--- src/rtl/fifo_push_arbiter.sv ---
// Round-robin arbiter that shares one FIFO write port among NUM_REQ valid/ready requesters,
// gates FIFO pops with a consumer ready, tracks occupancy and runs a flush/drain sequence.
module fifo_push_arbiter #(
  parameter int NUM_REQ    = 4,
  parameter int DATA_WIDTH = 8,
  parameter int DEPTH_BITS = 3,
  localparam int IDX_W     = $clog2(NUM_REQ)
) (
  input  logic                          clk,
  input  logic                          resetn,
  input  logic [NUM_REQ-1:0]            req_valid_i,
  input  logic [NUM_REQ*DATA_WIDTH-1:0] req_data_i,
  output logic [NUM_REQ-1:0]            req_ready_o,
  output logic                          fifo_push_o,
  output logic [DATA_WIDTH-1:0]         fifo_data_o,
  input  logic                          fifo_full_i,
  input  logic                          fifo_empty_i,
  output logic                          fifo_pop_o,
  output logic                          cons_valid_o,
  input  logic                          cons_ready_i,
  input  logic                          flush_i,
  output logic                          flush_done_o,
  output logic [IDX_W-1:0]              grant_idx_o,
  output logic [DEPTH_BITS:0]           count_o
);

  typedef enum logic [1:0] {RUN, DRAIN, DONE} state_t;

  state_t              state_reg;
  logic [IDX_W-1:0]    rr_ptr_reg;
  logic [DEPTH_BITS:0] count_reg;
  logic                flush_done_reg;

  logic [DATA_WIDTH-1:0] payload [NUM_REQ];
  logic [IDX_W-1:0]      grant_idx;
  logic [IDX_W-1:0]      cand_idx;
  logic                  any_valid;
  logic                  push_ok;

  genvar gi;
  generate
    for (gi = 0; gi < NUM_REQ; gi++) begin : g_req
      assign payload[gi]     = req_data_i[gi*DATA_WIDTH +: DATA_WIDTH];
      assign req_ready_o[gi] = push_ok && any_valid && (grant_idx == IDX_W'(gi));
    end
  endgenerate

  // Walk from the slot after the last grant, wrapping at NUM_REQ-1 so non-power-of-two counts work.
  always_comb begin
    grant_idx = '0;
    any_valid = 1'b0;
    cand_idx  = rr_ptr_reg;
    for (int k = 0; k < NUM_REQ; k++) begin
      cand_idx = (cand_idx == IDX_W'(NUM_REQ - 1)) ? '0 : cand_idx + 1'b1;
      if (!any_valid && req_valid_i[cand_idx]) begin
        grant_idx = cand_idx;
        any_valid = 1'b1;
      end
    end
  end

  always_comb begin
    fifo_pop_o   = 1'b0;
    cons_valid_o = 1'b0;
    case (state_reg)
      RUN: begin
        fifo_pop_o   = !fifo_empty_i && cons_ready_i;
        cons_valid_o = !fifo_empty_i;
      end
      DRAIN:   fifo_pop_o = !fifo_empty_i;
      default: ;
    endcase
  end

  // A full FIFO still accepts a push when the head leaves in the same cycle.
  assign push_ok      = (state_reg == RUN) && (!fifo_full_i || fifo_pop_o);
  assign fifo_push_o  = push_ok && any_valid;
  assign fifo_data_o  = any_valid ? payload[grant_idx] : '0;
  assign grant_idx_o  = grant_idx;
  assign count_o      = count_reg;
  assign flush_done_o = flush_done_reg;

  always_ff @(posedge clk or negedge resetn) begin
    if (!resetn) begin
      state_reg      <= RUN;
      rr_ptr_reg     <= IDX_W'(NUM_REQ - 1);
      count_reg      <= '0;
      flush_done_reg <= 1'b0;
    end else begin
      if (fifo_push_o) begin
        rr_ptr_reg <= grant_idx;
      end
      count_reg <= count_reg + {{DEPTH_BITS{1'b0}}, fifo_push_o}
                             - {{DEPTH_BITS{1'b0}}, fifo_pop_o};
      flush_done_reg <= 1'b0;
      case (state_reg)
        RUN: begin
          if (flush_i) begin
            state_reg <= DRAIN;
          end
        end
        DRAIN: begin
          if (fifo_empty_i) begin
            state_reg      <= DONE;
            flush_done_reg <= 1'b1;
          end
        end
        default: state_reg <= RUN;
      endcase
    end
  end

endmodule

--- config.mk ---
export PLATFORM = sky130hd
export DESIGN_NAME = fifo_push_arbiter
export DESIGN_NICKNAME = d
export VERILOG_FILES = /design/src/rtl/fifo_push_arbiter.sv
export SDC_FILE = /design/constraint.sdc
export NUM_CORES = 1
export LEC_CHECK = 0
export ABC_AREA = 1
export BUFFER_PORTS_ARGS = -buffer_cell sky130_fd_sc_hd__buf_2
export CAP_MARGIN = 20
export CORE_MARGIN = 2
export CORE_UTILIZATION = 47
export DETAILED_ROUTE_END_ITERATION = 10
export PLACE_DENSITY = 0.85
export SLEW_MARGIN = 20
export SYNTH_ARGS = -nofsm -noshare
export SYNTH_HDL_FRONTEND = slang
export SYNTH_SLANG_ARGS = --single-unit
--- constraint.sdc ---
create_clock -name clk -period 7.5 [get_ports clk]
set_input_delay 0.375 -clock clk [delete_from_list [all_inputs] [get_ports clk]]
set_output_delay 0.375 -clock clk [all_outputs]
set_load 0.01 [all_outputs]
# --- After elaboration in Yosys (flattened, before gate mapping) ---
# Cells that the tools add are included.
classes:
  add_sub_neg: 6
  magnitude_cmp: 5
  n_eq_ne: 10
  muxes: 31
  n_bitwise: 1
  reduce_logical: 19
ops:
  columns: ["cell", "n"]
  rows:
  - ["$mux 8", 3]
  - ["$mux 2", 10]
  - ["$bmux 8 s2", 1]
  - ["$eq 2x2->1 const B", 6]
  - ["$lt 2x3->1 const B", 4]
  - ["$mux 1", 11]
  - ["$logic_and 1x1->1", 10]
  - ["$add 2x1->2 const B", 4]
  - ["$bmux 1 s2", 4]
  - ["$logic_not 1->1", 5]
  - ["$add 4x1->4", 1]
  - ["$eq 2x1->1 const B", 2]
  - ["$logic_not 2->1", 2]
  - ["$ne 2x2->1 const B", 2]
  - ["$pmux 2 s2", 1]
  - ["$sub 4x1->4", 1]
  - ["$ge 3x3->1 const B", 1]
  - ["$not 2->3", 1]
  - ["$pmux 1 s2", 1]
  - ["$reduce_and 2->1", 1]
  - ["$logic_or 1x1->1", 1]
word_totals:
  ff_bits: 9
  in_bits: 42

# --- Longest topological paths before layout ---
# Gate-level depths: netlist of run 1.
depth:
  ltp_word: 19
  depth_mapped: 17

# --- Worst setup path after synthesis of run 1 ---
# OpenSTA, ideal clock, no wires.
synth_timing:
  path_type: "register to register"
  startpoint: "register rr_ptr_reg[0]"
  endpoint: "register count_reg[2], in the netlist count_o[2]"
  arrival_time_ns: 2.427
  setup_slack_ns: 4.951
  stages_incl_launch_ff: 14
  n_path_buf: 1
  path_cell_list: "dfstp_2 > ha_1 > buf_2 > inv_2 > nand2_1 > nand2_2 > nand2_2 > nand2_2 > nand4_2 > nand3_1 > inv_1 > ha_1 > fa_1 > xor2_1"
synth_between:
  elab_chain_len: 17
synth_lines:
  columns: ["element", "line_no", "source"]
  rows:
  - ["start, declared", "30", "logic [IDX_W-1:0] rr_ptr_reg;"]
  - ["start signal, assigned", "86", "rr_ptr_reg <= IDX_W'(NUM_REQ - 1);"]
  - ["start signal, assigned", "91", "rr_ptr_reg <= grant_idx;"]
  - ["$add 2x1->2 / $eq 2x2->1 (equally long branches)", "54", "cand_idx = (cand_idx == IDX_W'(NUM_REQ - 1)) ? '0 : cand_idx + 1'b1;"]
  - ["$mux 2 (*)", "54", null]
  - ["parallel branches: the longest is 11 deep, another holds $add 2x1->2", null, null]
  - ["$mux 1 (*)", "55", "if (!any_valid && req_valid_i[cand_idx]) begin"]
  - ["$logic_and 1x1->1 (*)", "77", "assign fifo_push_o = push_ok && any_valid;"]
  - ["net fifo_push_o", "14", "output logic fifo_push_o,"]
  - ["$add 4x1->4 (*)", "93", "count_reg <= count_reg + {{DEPTH_BITS{1'b0}}, fifo_push_o}"]
  - ["$sub 4x1->4 (*)", "94", "- {{DEPTH_BITS{1'b0}}, fifo_pop_o};"]
  - ["end signal, assigned", "93", null]
  - ["end, declared", "31", "logic [DEPTH_BITS:0] count_reg;"]
# Mark *: on every way through the listed nets, which the timed path passes. The select of a mux whose other input is x is not followed.
# A chain may end at the register's enable or synchronous reset.

# --- Worst setup path after layout of run 1 ---
layout_timing:
  startpoint: "register rr_ptr_reg[0]"
  endpoint: "output port fifo_data_o[3]"
layout_between:
  elab_chain_len: 19
layout_lines:
  columns: ["element", "line_no", "source"]
  rows:
  - ["$add 2x1->2 / $eq 2x2->1 (equally long branches)", "54", null]
  - ["$mux 2 (*)", "54", null]
  - ["parallel branches: the longest is 16 deep, another holds $add 2x1->2", null, null]
  - ["$mux 8 (*)", "78", "assign fifo_data_o = any_valid ? payload[grant_idx] : '0;"]
  - ["end, declared", "15", "output logic [DATA_WIDTH-1:0] fifo_data_o,"]
# Mark *: on every way between the ends. The select of a mux whose other input is x is not followed.

==> flow_summary_export.csv, run 1 <==
group,metric,value,unit
grt,grt_pass1_wl,4750,um
cells_and_area,mostFrequentLayoutCell,"nand2_1",
worst_hold_path,hp-class,"in -> reg",
placed_design,dpl_cell_area,0.00141,mm2
die,coreArea,0.00223,mm2
die,die_x,52.6,um
timing,setup_tns,0,ns
die,start_util,49.7,%
routing,route.detailed.wl_per_inst,11.1,um
setup_path,crit_path_start_kind,"flip-flop",
clock_network,cts_buffer_depth,2,
synthesis,yosysWarnings,0,
setup_path,cp.arrival,2.99,ns
cells_and_area,finalNetCount,296,
timing,fmax,297,MHz
clock_network,cts.htree.levels,1,
routing,drc,0,
grt,grt-ovfl-total,0,
timing,period_needed,3.37,ns
clock_network,cts.sinks,9,
timing,slew_violations,0,
timing,max_slew.worst_pin.slew,0.878,ns
cells_and_area,final_area,0.00145,mm2
timing,hold_viol,0,
grt,first_global_vias,1110,
outcome,status,"completed",
routing,wirelength,3040,um
clock_network,clk_latency,0.27,ns
cells_and_area,layout_common_cells,"nand2_1, buf_2, nand3_1, inv_1, a21oi_1",
synthesis,ys_ff_latch,9,
setup_path,r2r_start,"rr_ptr_reg[0]$_DFFE_PN1P_",
synthesis,syn_area_per_cell,6.01,um2
routing,drt-initial-drc-count,44,
routing,dr.pass1.iters,4,
clock_network,cts_buffers,3,
clock_network,clk_pin_slew,0.06,ns
timing,max_slew_margin,41.1,%
synthesis,seq_area_frac_synth,20.5,%
cells_and_area,area_growth,30.5,%
placed_design,hpwlAfterDp,2290,um
placed_design,port_buffers,63,
routing,ant_nets,0,
setup_path,worstSetupPathType,"reg -> out",
cells_and_area,finalNonFillerCells,275,
die,num_rows,17,
grt,grt_max_degree,21,
die,die-area,0.00277,mm2
setup_path,path_max_fanout,13,
setup_path,crit_start,"rr_ptr_reg[0]$_DFFE_PN1P_",
timing,setup_violations,0,
cells_and_area,largest_reg_flops,4,
clock_network,cts_root_buf,"clkbuf_4",
flow_run,cap_violations,0,
cells_and_area,final_util,64.9,%
timing,grt_setup_unrepaired,"no",
setup_path,endpoint_kind,"primary output",
routing,vias_per_cell,5.01,
die,pin_count,64,
timing,fin_worst_skew,0.00350,ns
placed_design,placed_cells,270,
synthesis,syn_area,0.00111,mm2
synthesis,synthesis.instances,185,
die,die_y,52.6,um
cells_and_area,drive_gt1_share,33.6,%
clock_network,cts_tree,"built",
routing,vias,1379,
worst_hold_path,hp-start,"flush_i",
grt,antenna_found_initial,0,
synthesis,yosys.cell_types.count,27,
cells_and_area,diodes,0,
setup_path,required,7.12,ns
placed_design,gp_congestion,0.837,
grt,grtUsageTotal,23.2,%
timing,post-route-period-util,44.9,%
clock_network,cts_resized,0,
synthesis,synth_nets,233,
==> kinds of logic (layout without fill, tap and decap cells) <==
logic type / count (synthesis) / after routing / share of synthesized area [%]
and+or+nand+nor: 130 / 130 / 52.8
AOI/OAI and AO/OA: 14 / 14 / 6.87
buffers and inverters: 23 / 85 / 10.0
DFF: 9 / 9 / 20.5
adders and majority gates: 6 / 6 / 7.43
xor gates and xnor gates: 3 / 3 / 2.37
==> worst max-delay path, stage by stage, from the launching register on <==
cell and delay (ns):
dfstp_2 0.57, ha_1 0.33, inv_2 0.13, nand2_1 0.07, nand2_2 0.11, nand2_2 0.06
nand2_2 0.11, nand4_1 0.09, o21ai_1 0.69, inv_2 0.21, nand2_1 0.14, a21oi_1 0.07
buf_2 0.15
==> area by class of cell <==
cell class,instances,area (um2)
well taps,28,35.0
flip-flops and latches,9,228
inverters,17,63.8
multi-input cells,153,772
fillers,201,783
repair buffers,64,325
clock buffers,4,26.3
==> stage by stage <==
step	setup slack [ns]	hold WS (ns)
floorplan	4.95	0.0794
global placement	4.50	0.228
detailed placement	4.47	0.227
CTS	4.17	0.317
global route	3.89	0.320
finish	4.13	0.315
==> metal layers <==
layer | wire length (um) | track usage [%]
met1 | 1310 | 30.3
met2 | 1540 | 36.9
met3 | 154 | 5.14
met4 | 30 | 8.97
met5 | 0 | 0
==> Yosys cell counts <==
cell type   n  area share [%]
a22o_1      1            0.79
nand3_1    24              11
inv_2       2            0.68
a21oi_1     9             4.1
dfstp_2     2             4.7
ha_1        5             5.6
nor2_2      1            0.56
o21ai_0     2            0.90
dfrtp_1     7              16
buf_2       2            0.90
nand4_2     1             1.1
nor2_4      1             1.0
and3b_1     2             1.6
xor2_1      3             2.4
fa_1        1             1.8
or2_2       1            0.56
inv_1      15             5.1
a21o_1      1            0.68
nor3_1      2            0.90
o21ai_1     1            0.45
nand2_1    81              27
nand2_2     8             4.5
nand4_1     3             1.7
nor2_1      5             1.7
nand2_4     1             1.0
buf_4       2             1.4
buf_6       2             2.0
==> final timing paths <==
path                                        endpoint  slack [ns]  depth (start not counted)
max in group asynchronous  rr_ptr_reg[0]$_DFFE_PN1P_        6.76                          2
setup reg to reg                count_o[2]$_DFF_PN0_        4.77                         12
min in group asynchronous   state_reg[0]$_DFFE_PN0P_        0.49                          2
hold / removal              state_reg[0]$_DFFE_PN0P_        0.31                          2
hold reg to reg            rr_ptr_reg[1]$_DFFE_PN1P_        0.47                          2
setup / recovery                      fifo_data_o[3]        4.13                         12
==> repair_timing <==
| action | 4_1_cts | 5_1_grt |
|---|---|---|
| hold buffers | 1 | 0 |
| buffers inserted | 0 | 0 |
| hold endpoints to repair | 7 | 0 |
Power of run 1 is left out: the tool's default activity adds up to more than one toggle a clock period on the data nets, which glitch-free logic cannot reach.
==> inputs of run 2 (changes only) <==
Settings changed: CORE_UTILIZATION 47 to 44, PLACE_DENSITY 0.85 to 0.8.
Clock period 7.5 ns to 3.35 ns, I/O delays scaled along.
==> run 2 against run 1 <==
Net effect:
- cell area increased by 1.0%
- worst setup slack got worse by 3.7 ns
- wire length decreased by 5.6%
- count of clock-buffer cells in the layout unchanged
- sequential share of layout area decreased by 0.16 points
- first-iteration DRC count decreased by 43%
- hold slack got worse by 0.18 ns
- sequential cell count unchanged
- register-to-register slack got worse by 4.1 ns
- clock skew decreased by 0.0025 ns
- via count decreased by 2.1%
- critical path depth increased by 3
- critical endpoint is now fifo_data_o[1]
- largest cell class unchanged
==> flow_summary_export.csv, run 2 (same netlist as run 1, synthesis figures left out) <==
group,metric,value,unit
setup_path,cp.arrival,2.78,ns
timing,grt_setup_unrepaired,"no",
cells_and_area,largest_reg_flops,4,
routing,vias,1350,
routing,dr.pass1.iters,4,
setup_path,path_max_fanout,20,
cells_and_area,drive_gt1_share,33.9,%
clock_network,post-cts-setup-buffers,0,
timing,fmax,339,MHz
routing,route.detailed.wl_per_inst,10.3,um
cells_and_area,area_growth,31.9,%
die,die-area,0.00294,mm2
grt,grt-ovfl-total,0,
timing,post-route-period-util,88.0,%
clock_network,cts.sinks,9,
setup_path,required,3.18,ns
placed_design,gp_congestion,0.826,
timing,setup_violations,0,
clock_network,cts_tree,"built",
setup_path,crit_path_start_kind,"flip-flop",
clock_network,clk_pin_slew,0.06,ns
setup_path,crit_chain,"ha_1, inv_2, nand2_1, nand2_2, nand2_2, nand2_2, nand2_1, nand2_2, nand2_2, nand2_4, nand2_1, nand2_1, nand2_1, a21oi_1, buf_2",
timing,max_slew_margin,66.1,%
timing,setup_tns,0,ns
cells_and_area,final_area,0.00147,mm2
cells_and_area,multi_input_area,777,um2
cells_and_area,fillers,242,
cells_and_area,layout_common_cells,"nand2_1, buf_2, nand3_1, inv_1, a21oi_1",
cells_and_area,diodes,0,
placed_design,hpwlAfterDp,2300,um
setup_path,cpLargestDelayFamily,"simple AND/OR/NAND/NOR gates",
clock_network,clk_latency,0.25,ns
worst_hold_path,hp-start,"flush_i",
setup_path,endpoint_kind,"primary output",
outcome,status,"completed",
clock_network,cts_buffers,3,
clock_network,cts.htree.levels,1,
routing,ant_nets,0,
cells_and_area,finalNetCount,297,
die,start_util,45.7,%
setup_path,cp_num_buf_inv,2,
setup_path,worstSetupPathType,"reg -> out",
timing,period_needed,2.95,ns
die,num_rows,18,
routing,drc,0,
flow_run,cap_violations,0,
setup_path,critPathSlowestCell,"dfstp_2",
timing,slew_violations,0,
grt,antenna_found_initial,0,
grt,grtUsageTotal,20.8,%
placed_design,port_buffers,63,
routing,vias_per_cell,4.86,
grt,grt_max_degree,21,
routing,wirelength,2870,um
setup_path,critical-path-max-stage-delay,0.57,ns
grt,grt_pass1_wl,4640,um
worst_hold_path,hp-class,"in -> reg",
die,die_y,54.3,um
setup_path,r2r_start,"rr_ptr_reg[0]$_DFFE_PN1P_",
timing,hold_viol,0,
cells_and_area,mostFrequentLayoutCell,"nand2_1",
die,die_x,54.3,um
placed_design,dpl_cell_area,0.00142,mm2
routing,drt-initial-drc-count,25,
timing,max_slew.worst_pin.slew,0.505,ns
timing,fin_worst_skew,0.000964,ns
die,pin_count,64,
clock_network,cts_root_buf,"clkbuf_4",
clock_network,cts_buffer_depth,2,
cells_and_area,final_util,60.2,%
die,coreArea,0.00243,mm2
setup_path,crit_start,"rr_ptr_reg[0]$_DFFE_PN1P_",
grt,first_global_vias,1156,
cells_and_area,ff_latch_area,228,um2
==> run 2: cell count changes in the layout (fill, tap and decap cells not counted), sizes merged <==
cell / change
buf: +1
==> run 2: timing repair <==
item,4_1_cts,5_1_grt
hold buffers,1,0
resized for setup,0,1
setup endpoints to repair,0,2
endpoints found under the hold margin,9,0
==> run 2: path summary, 6_finish.rpt <==
kind | to | slack, ns | depth (start not counted)
setup reg to reg | count_o[2]$_DFF_PN0_ | 0.70 | 12
max in group asynchronous | rr_ptr_reg[0]$_DFFE_PN1P_ | 2.83 | 2
min in group asynchronous | count_o[0]$_DFF_PN0_ | 0.27 | 2
hold / removal | state_reg[0]$_DFFE_PN0P_ | 0.13 | 2
setup / recovery | fifo_data_o[1] | 0.40 | 15
hold reg to reg | rr_ptr_reg[1]$_DFFE_PN1P_ | 0.48 | 2
==> run 2: layer usage <==
| metal | GRT usage (%) | share of wire (%) | up-vias |
|---|---|---|---|
| li1 | - | - | 716 |
| met1 | 28.2 | 47 | 603 |
| met2 | 35.1 | 49 | 29 |
| met3 | 2.46 | 3.8 | 2 |
| met4 | 5.00 | 0.49 | 0 |
| met5 | 0 | 0 | - |
==> run 2: stage by stage <==
stage | std cells | hold WS (ns) | worst slack, ns
finish | 278 | 0.134 | 0.402
CTS | 278 | 0.133 | 0.279
global route | 278 | 0.141 | 0.0790
floorplan | 185 | -0.128 | 0.801
global placement | 273 | 0.0251 | 0.598
detailed placement | 273 | 0.0265 | 0.567
==> run 2: final cells by class <==
cell class	count	share of cell area [%]
multi-input combinational	153	53.0
inverter	17	4.36
timing repair buffer	65	22.7
sequential	9	15.5
clock buffer	4	1.79
tap	30	2.56
Power of run 2 is left out for the same reason.
==> inputs of run 3 (changes only) <==
--- a/config.mk
+++ b/config.mk
@@ -9,5 +9,5 @@
 export BUFFER_PORTS_ARGS = -buffer_cell sky130_fd_sc_hd__buf_2
 export CAP_MARGIN = 20
-export CORE_MARGIN = 2
+export CORE_MARGIN = 4
 export CORE_UTILIZATION = 44
 export DETAILED_ROUTE_END_ITERATION = 10
==> constraint.sdc (replaced) <==
create_clock -name clk -period 3.35 [get_ports clk]
set_input_delay 0.67 -clock clk [delete_from_list [all_inputs] [get_ports clk]]
set_output_delay 0.67 -clock clk [all_outputs]
set_load 0.01 [all_outputs]
==> run 3 against run 2 <==
Net effect:
- final cell count rose by 2.2%
- register-to-register slack barely moved
- utilization rose by 10 points
- worst setup slack got worse by 0.27 ns
- critical endpoint is now fifo_data_o[7]
- sequential share of layout area fell by 1.5 points
- cell area rose by 11%
- clock skew rose by 0.0039 ns
- first-iteration DRC count rose to 3.3 times the previous value
- maximum frequency fell by 8.5%
- critical path depth did not move
==> flow_summary_export.csv, run 3 (same netlist as run 1, synthesis figures left out) <==
group,metric,value,unit
cells_and_area,layout_common_cells,"nand2_1, buf_2, nand3_1, inv_1, nand2_2",
worst_hold_path,hp-class,"in -> async",
cells_and_area,largest_reg_flops,4,
die,die_y,58.3,um
routing,vias_per_cell,5.11,
setup_path,crit_path_start_kind,"flip-flop",
cells_and_area,fillers,216,
clock_network,cts_buffers,3,
grt,grt_max_degree,21,
clock_network,cts.htree.levels,1,
placed_design,port_buffers,63,
routing,vias,1452,
die,die-area,0.00339,mm2
cells_and_area,mostFrequentLayoutCell,"nand2_1",
clock_network,clk_pin_slew,0.06,ns
die,coreArea,0.00230,mm2
cells_and_area,diodes,0,
timing,slew_violations,0,
setup_path,worstSetupPathType,"reg -> out",
routing,route.detailed.wl_per_inst,12.4,um
grt,antenna_found_initial,0,
timing,hold_viol,0,
cells_and_area,finalNetCount,305,
die,die_x,58.3,um
clock_network,cts_buffer_depth,2,
clock_network,clk_latency,0.25,ns
placed_design,gp_congestion,0.808,
routing,drc,0,
cells_and_area,multi_input_area,906,um2
routing,wirelength,3530,um
die,start_util,48.4,%
timing,fmax,310,MHz
die,pin_count,64,
setup_path,cp.arrival,2.55,ns
clock_network,cts_tree,"built",
routing,drt-initial-drc-count,83,
setup_path,critical-path-max-stage-delay,0.59,ns
routing,ant_nets,0,
setup_path,cp_num_buf_inv,4,
grt,first_global_vias,1252,
grt,grt-ovfl-total,0,
clock_network,cts_root_buf,"clkbuf_4",
setup_path,endpoint_kind,"primary output",
timing,period_needed,3.22,ns
grt,grtUsageTotal,18.7,%
outcome,status,"completed",
cells_and_area,final_util,70.6,%
timing,setup_violations,0,
setup_path,critPathSlowestCell,"dfstp_2",
timing,max_slew.worst_pin.slew,0.354,ns
flow_run,cap_violations,0,
timing,max_slew_margin,76.4,%
placed_design,hpwlAfterDp,2430,um
timing,post-route-period-util,96.2,%
clock_network,cts-hold-fix-buffers,0,
cells_and_area,ff_latch_area,228,um2
setup_path,path_max_fanout,9,
setup_path,crit_chain,"ha_4, inv_1, nand2_2, nand2_2, nand2_1, nand2_1, nand2_4, buf_4, nand4_1, nand2_1, o21ai_4, inv_2, nand2_1, a21oi_2, buf_2",
die,num_rows,17,
setup_path,required,2.68,ns
cells_and_area,drive_gt1_share,39.5,%
grt,grt_pass1_wl,5180,um
setup_path,cp_common_cell,"nand2_1",
clock_network,cts.sinks,9,
cells_and_area,area_growth,46.1,%
setup_path,cpLargestDelayFamily,"simple AND/OR/NAND/NOR gates",
routing,dr.pass1.iters,4,
timing,fin_worst_skew,0.00491,ns
[run 3: path summary, 6_finish.rpt]
path                                           startpoint                         to  slack [ns]  depth (start not counted)
worst max-delay path            rr_ptr_reg[0]$_DFFE_PN1P_             fifo_data_o[7]        0.13                         15
worst min-delay path                               resetn       count_o[0]$_DFF_PN0_        0.24                          1
worst max register to register  rr_ptr_reg[0]$_DFFE_PN1P_       count_o[2]$_DFF_PN0_        0.71                         12
worst min register to register  rr_ptr_reg[1]$_DFFE_PN1P_  rr_ptr_reg[1]$_DFFE_PN1P_        0.50                          2
max in group asynchronous                          resetn  rr_ptr_reg[1]$_DFFE_PN1P_        2.86                          1
min in group clk                rr_ptr_reg[1]$_DFFE_PN1P_  rr_ptr_reg[1]$_DFFE_PN1P_        0.50                          2
[run 3: metal layers]
layer / GRT usage (%) / share of wire, %
met1: 24.9 / 43
met5: 0 / 0
met3: 3.12 / 6.3
met2: 31.0 / 49
met4: 5.63 / 1.8
[run 3: per-stage QoR]
step / TNS [ns] / worst slack (ns) / instances / cell area [um2] / hold slack [ns]
after global routing: -0.0408 / -0.0136 / 284 / 1620 / 0.249
after CTS: 0 / 0.0256 / 276 / 1460 / 0.246
after floorplan: 0 / 0.544 / 185 / 1110 / 0.374
final: 0 / 0.127 / 284 / 1620 / 0.244
after global placement: 0 / 0.259 / 272 / 1430 / 0.466
after detailed placement: 0 / 0.201 / 272 / 1430 / 0.469
[run 3: timing repair]
item / CTS / global route
gates cloned: 0 / 4
resized for setup: 2 / 18
endpoints found under the setup margin: 11 / 12
pin swaps: 0 / 10
setup buffers: 0 / 4
[run 3: area by class of cell]
cell class	count	share of cell area [%]
clock buffers	4	1.62
multi-input cells	157	55.8
flip-flops and latches	9	14.0
inverters	17	3.93
well taps	28	2.16
repair buffers	69	22.4
Power of run 3 is left out for the same reason.
